## src/rtl/core_pkg.sv

```systemverilog
// Shared core parameters and the register-read stage payload type.
package core_pkg;

  localparam int unsigned NUM_PREGS = 64;
  localparam int unsigned PREG_W    = $clog2(NUM_PREGS);
  localparam int unsigned ROB_IDX_W = 5;
  localparam int unsigned UOP_W     = 32;
  localparam int unsigned XLEN      = 32;

  // p0 is the architectural zero register; it always reads as 0
  localparam logic [PREG_W-1:0] PREG_ZERO = '0;

  typedef struct packed {
    logic [ROB_IDX_W-1:0] rob_idx;
    logic [UOP_W-1:0]     uop;
    logic [PREG_W-1:0]    dest_preg;
  } rr_payload_t;

endpackage

```

## src/rtl/RegReadPhysRegFileIF.sv

```systemverilog
// Read-port bundle between the register-read stage and the physical register file.
interface RegReadPhysRegFileIF;
  import core_pkg::*;

  logic [PREG_W-1:0] src1_index;
  logic [PREG_W-1:0] src2_index;
  logic [XLEN-1:0]   src1_val;
  logic [XLEN-1:0]   src2_val;

  modport RegRead     (output src1_index, src2_index, input src1_val, src2_val);
  modport PhysRegFile (input src1_index, src2_index, output src1_val, src2_val);
endinterface

```

## src/rtl/operand_bypass_mux.sv

```systemverilog
// Per-source operand select: zero register, then same-cycle writeback, then register file.
module operand_bypass_mux
  import core_pkg::*;
(
  input  logic [PREG_W-1:0] preg,
  input  logic [XLEN-1:0]   prf_val,
  input  logic              wb_valid,
  input  logic [PREG_W-1:0] wb_preg,
  input  logic [XLEN-1:0]   wb_data,
  output logic [XLEN-1:0]   val
);

  always_comb begin
    val = prf_val;
    if (preg == PREG_ZERO) begin
      val = '0;
    end else if (wb_valid && (wb_preg == preg)) begin
      val = wb_data;
    end
  end

endmodule

```

## src/rtl/reg_read_stage.sv

```systemverilog
// Register-read pipeline stage: reads two sources, applies writeback bypass,
// and registers operands plus payload behind a valid/ready handshake.
module reg_read_stage
  import core_pkg::*;
(
  input  logic                 clk,
  input  logic                 rst_n,
  input  logic                 flush,
  input  logic                 in_valid,
  output logic                 in_ready,
  input  logic [ROB_IDX_W-1:0] in_rob_idx,
  input  logic [UOP_W-1:0]     in_uop,
  input  logic [PREG_W-1:0]    in_src1_preg,
  input  logic [PREG_W-1:0]    in_src2_preg,
  input  logic [PREG_W-1:0]    in_dest_preg,
  RegReadPhysRegFileIF.RegRead prf,
  input  logic                 wb_valid,
  input  logic [PREG_W-1:0]    wb_preg,
  input  logic [XLEN-1:0]      wb_data,
  output logic                 out_valid,
  input  logic                 out_ready,
  output logic [ROB_IDX_W-1:0] out_rob_idx,
  output logic [UOP_W-1:0]     out_uop,
  output logic [PREG_W-1:0]    out_dest_preg,
  output logic [XLEN-1:0]      out_src1_val,
  output logic [XLEN-1:0]      out_src2_val
);

  logic              valid_q, valid_d;
  rr_payload_t       payload_q, payload_d;
  logic [XLEN-1:0]   src1_q, src1_d;
  logic [XLEN-1:0]   src2_q, src2_d;
  logic [XLEN-1:0]   src1_sel, src2_sel;
  logic              accept;

  assign prf.src1_index = in_src1_preg;
  assign prf.src2_index = in_src2_preg;

  operand_bypass_mux u_src1_mux (
    .preg     (in_src1_preg),
    .prf_val  (prf.src1_val),
    .wb_valid (wb_valid),
    .wb_preg  (wb_preg),
    .wb_data  (wb_data),
    .val      (src1_sel)
  );

  operand_bypass_mux u_src2_mux (
    .preg     (in_src2_preg),
    .prf_val  (prf.src2_val),
    .wb_valid (wb_valid),
    .wb_preg  (wb_preg),
    .wb_data  (wb_data),
    .val      (src2_sel)
  );

  // Ready depends only on register occupancy and downstream ready, never on in_valid
  assign in_ready = !valid_q || out_ready;
  assign accept   = in_valid && in_ready;

  // Next state: flush beats accept beats drain; data loads only on a real accept
  always_comb begin
    valid_d   = valid_q;
    payload_d = payload_q;
    src1_d    = src1_q;
    src2_d    = src2_q;
    if (flush) begin
      valid_d = 1'b0;
    end else if (accept) begin
      valid_d             = 1'b1;
      payload_d.rob_idx   = in_rob_idx;
      payload_d.uop       = in_uop;
      payload_d.dest_preg = in_dest_preg;
      src1_d              = src1_sel;
      src2_d              = src2_sel;
    end else if (out_ready) begin
      valid_d = 1'b0;
    end
  end

  always_ff @(posedge clk or negedge rst_n) begin
    if (!rst_n) begin
      valid_q   <= 1'b0;
      payload_q <= '0;
      src1_q    <= '0;
      src2_q    <= '0;
    end else begin
      valid_q   <= valid_d;
      payload_q <= payload_d;
      src1_q    <= src1_d;
      src2_q    <= src2_d;
    end
  end

  assign out_valid     = valid_q;
  assign out_rob_idx   = payload_q.rob_idx;
  assign out_uop       = payload_q.uop;
  assign out_dest_preg = payload_q.dest_preg;
  assign out_src1_val  = src1_q;
  assign out_src2_val  = src2_q;

endmodule

```

## src/flat_wrapper.sv

```systemverilog
// flat-port wrapper written by rule: the top's interface ports become plain ports
module reg_read_stage_flat import core_pkg::*;
  (clk, rst_n, flush, in_valid, in_ready, in_rob_idx, in_uop, in_src1_preg, in_src2_preg, in_dest_preg, wb_valid, wb_preg, wb_data, out_valid, out_ready, out_rob_idx, out_uop, out_dest_preg, out_src1_val, out_src2_val, prf_src1_index, prf_src2_index, prf_src1_val, prf_src2_val);
  RegReadPhysRegFileIF prf_i ();
  input  logic clk;
  input  logic rst_n;
  input  logic flush;
  input  logic in_valid;
  output logic in_ready;
  input  logic [ROB_IDX_W-1:0] in_rob_idx;
  input  logic [UOP_W-1:0] in_uop;
  input  logic [PREG_W-1:0] in_src1_preg;
  input  logic [PREG_W-1:0] in_src2_preg;
  input  logic [PREG_W-1:0] in_dest_preg;
  input  logic wb_valid;
  input  logic [PREG_W-1:0] wb_preg;
  input  logic [XLEN-1:0] wb_data;
  output logic out_valid;
  input  logic out_ready;
  output logic [ROB_IDX_W-1:0] out_rob_idx;
  output logic [UOP_W-1:0] out_uop;
  output logic [PREG_W-1:0] out_dest_preg;
  output logic [XLEN-1:0] out_src1_val;
  output logic [XLEN-1:0] out_src2_val;
  output wire logic [$bits(prf_i.src1_index)-1:0] prf_src1_index;
  output wire logic [$bits(prf_i.src2_index)-1:0] prf_src2_index;
  input wire logic [$bits(prf_i.src1_val)-1:0] prf_src1_val;
  input wire logic [$bits(prf_i.src2_val)-1:0] prf_src2_val;
  assign prf_src1_index = prf_i.src1_index;
  assign prf_src2_index = prf_i.src2_index;
  assign prf_i.src1_val = prf_src1_val;
  assign prf_i.src2_val = prf_src2_val;
  reg_read_stage u_core (.clk(clk), .rst_n(rst_n), .flush(flush), .in_valid(in_valid), .in_ready(in_ready), .in_rob_idx(in_rob_idx), .in_uop(in_uop), .in_src1_preg(in_src1_preg), .in_src2_preg(in_src2_preg), .in_dest_preg(in_dest_preg), .prf(prf_i), .wb_valid(wb_valid), .wb_preg(wb_preg), .wb_data(wb_data), .out_valid(out_valid), .out_ready(out_ready), .out_rob_idx(out_rob_idx), .out_uop(out_uop), .out_dest_preg(out_dest_preg), .out_src1_val(out_src1_val), .out_src2_val(out_src2_val));
endmodule
```

## config.mk

```make
export PLATFORM = sky130hd
export DESIGN_NAME = reg_read_stage_flat
export DESIGN_NICKNAME = d
export VERILOG_FILES = /design/src/rtl/core_pkg.sv /design/src/rtl/RegReadPhysRegFileIF.sv /design/src/rtl/operand_bypass_mux.sv /design/src/rtl/reg_read_stage.sv /design/src/flat_wrapper.sv
export SDC_FILE = /design/constraint.sdc
export NUM_CORES = 1
export LEC_CHECK = 0
export ABC_AREA = 1
export CAP_MARGIN = 15
export CORE_MARGIN = 3
export CORE_UTILIZATION = 43
export DETAILED_ROUTE_END_ITERATION = 6
export PLACE_DENSITY = 0.92
export RECOVER_POWER = 50
export SYNTH_ARGS = -nofsm -noshare
export SYNTH_HDL_FRONTEND = slang
export SYNTH_SLANG_ARGS = --single-unit
```

## constraint.sdc

```tcl
create_clock -name clk -period 2.2 [get_ports clk]
set_input_delay 0.33 -clock clk [delete_from_list [all_inputs] [get_ports clk]]
set_output_delay 0.33 -clock clk [all_outputs]
set_load 0.1 [all_outputs]
```

==> metrics.yaml <==
setup_ws_ns: 0.2990
vias: 5875
tritoncts: "done"
dieArea_um2: 14160
outcome: "complete, no violations"
gp_congestion: 0.9219
seq_area_frac_synth_pct: 49.24
drc: 0
cts_buffers: 9
clk_path_buf_depth: 2
setup_tns_ns: 0
preCtsSetupSlack_ns: 0.1639
synthesis.area_um2: 5489
overflow: 0
ctsResizeCount: 0
dieWidth_um: 119.0
tightest_slew_ns: 1.190
slew_viol_final: 0
clock_latency_ns: 0.34
hold_depth: 2
synth_top_area_share_pct: 49.24
rsz0062_at_grt: "false"
syn2layout_area_growth_pct: 54.43
final_cell_mix: "nand2_1 (351), clkdlybuf4s50_1 (161), nand3_1 (131)"
synth_area_leaders: "dfrtp_1 (49%), nand2_1 (24%), nand3_1 (12%)"
cellLeakagePower_nw: 4.731
hold_path_class: "reg2reg"
grt_pass1_vias: 5864
synth_warnings: 0
clk_pin_slew_worst_paths_ns: 0.07
finalInstanceArea_um2: 8477
crit_path_start_kind: "flip-flop"
first_pass_iters: 5
cts_root_buffer: "clkbuf_16"
fp.coreArea_um2: 12260
arrival_ns: 1.57
grt_max_degree: 72
slew-limit-headroom_pct: 20.98
port_buffers: 283
start_util_pct: 44.77
grt_pass1_wl_um: 29810
syn-num-nets: 940
ios: 284
fin_nets: 1203
finalCritPeriodShare_pct: 86.41
critPathRequiredTime_ns: 1.87
critPathCaptureType: "output pin"
min_period_ns: 1.901
cap_violations: 0
mostFrequentLayoutCell: "nand2_1"
rows: 40
max_freq_ghz: 0.5260
diodes: 0
synthDistinctLibCells: 18
hpwl_um: 14470
ant_nets: 0
crit_chain: "buf_1"
final_layout_size_suffix_gt1_share_pct: 15.02
critPathKind: "reg2out"
worst-path-stages: 1
ir_drop_mv: 0.5227
avgViaCountPerCell: 4.843
ctsHtreeMaxLevel: 3
syn_area_per_cell_um2: 7.064
rr_worst_depth: 6
ys_seq_elements: 108
crit_family: "buffers and inverters"
slowest_delay_ns: 0.87
slowest_stage: "buf_1"
path_max_fanout: 2
routed_wl_um: 18990
dr.first_iter.drc_count: 609
hold_viol: 0
synth_top_cell_by_area: "dfrtp_1"
wire_per_inst_um: 15.65
place_area_um2: 8347
die_h_um: 119.0
netlist_instances: 777
grt_usage_pct: 26.16
power_density_nw_per_um2: 916.8
path_buf_inv: 1
setup_violations: 0
skew_ns: 0.004688
cts_num_sinks: 108
antenna_found_initial: 0
[cell type report]
cell class                      instances  area, um2
Sequential cell                       108       2703
Timing Repair Buffer                  303       2750
Tap cell                              168      210.2
Multi-Input combinational cell        499       2078
Clock buffer                           11      242.7
Inverter                              119      447.9
Fill cell                            1011       3785
Clock inverter                          5      45.04
[state kept, by name, indices dropped and copies added, names as in the netlist]
| signal | cells |
|---|---|
| u_core.out_src1_val | 32 |
| u_core.out_src2_val | 32 |
| u_core.out_uop | 32 |
| u_core.out_dest_preg | 6 |
| u_core.out_rob_idx | 5 |
| u_core.out_valid | 1 |
[metrics by stage]
step / utilization [%] / power [mW] / instances / hold slack [ns]
2_1_floorplan: - / 5.230 / 777 / 0.03441
3_3_place_gp: 68.07 / 6.306 / 1196 / 0.3054
3_5_place_dp: 68.07 / 6.358 / 1196 / 0.3037
4_1_cts: 70.50 / 7.933 / 1213 / 0.4769
5_1_grt: 69.13 / 8.057 / 1213 / 0.4963
6_report: 69.13 / 7.772 / 1213 / 0.4740
[Yosys cell counts, drive strengths merged]
master and instances:
a21oi 3, buf 34, clkbuf 17, clkinv 1, dfrtp 108, inv 118
nand2 351, nand3 131, nand4 1, nor2 8, nor3 1, o21ai 2
xnor2 1, xor2 1
[final timing paths]
check	to	slack (ns)	from
worst max-delay path	out_src1_val[30]	0.30	u_core.out_src1_val[30]
worst min-delay path	u_core.out_uop[19]	0.47	u_core.out_uop[19]
worst max register to register	u_core.out_uop[1]	0.60	u_core.out_valid
worst min register to register	u_core.out_uop[19]	0.47	u_core.out_uop[19]
max in group asynchronous	u_core.out_src2_val[29]	0.63	rst_n
min in group asynchronous	u_core.out_src1_val[26]	0.63	rst_n
[worst min-delay path: cells and delay by family, from the launching register on]
family	cells	cell delay [ns]
flip-flops	1	0.34
AND/OR/NAND/NOR	2	0.10
[power breakdown]
part	internal [mW]	switching [mW]
clock network	0.817	0.748
logic	0.773	2.97
registers	2.28	0.179
total	3.87	3.90
[layer usage]
layer	part of all wire [%]	routed length (um)	vias up	global-route usage [%]
li1	-	-	2839	-
met1	39	7329	2699	31.44
met2	51	9724	293	45.92
met3	7.1	1339	44	5.698
met4	3.1	595	0	9.558
met5	0	0	-	0
[cell families after synthesis]
family	count (synthesis)	synth area share [%]
AO/OA/AOI/OAI	5	0.4556
XOR/XNOR	2	0.3192
buffers and inverters	170	12.95
flip-flops	108	49.24
AND/OR/NAND/NOR	492	37.04
[timing repair]
item / 4_1_cts / 5_1_grt
hold buffers: 1 / 0
endpoints found under the hold margin: 28 / 0
buffers inserted: 0 / 0
Power figures use the tool's default switching activity.
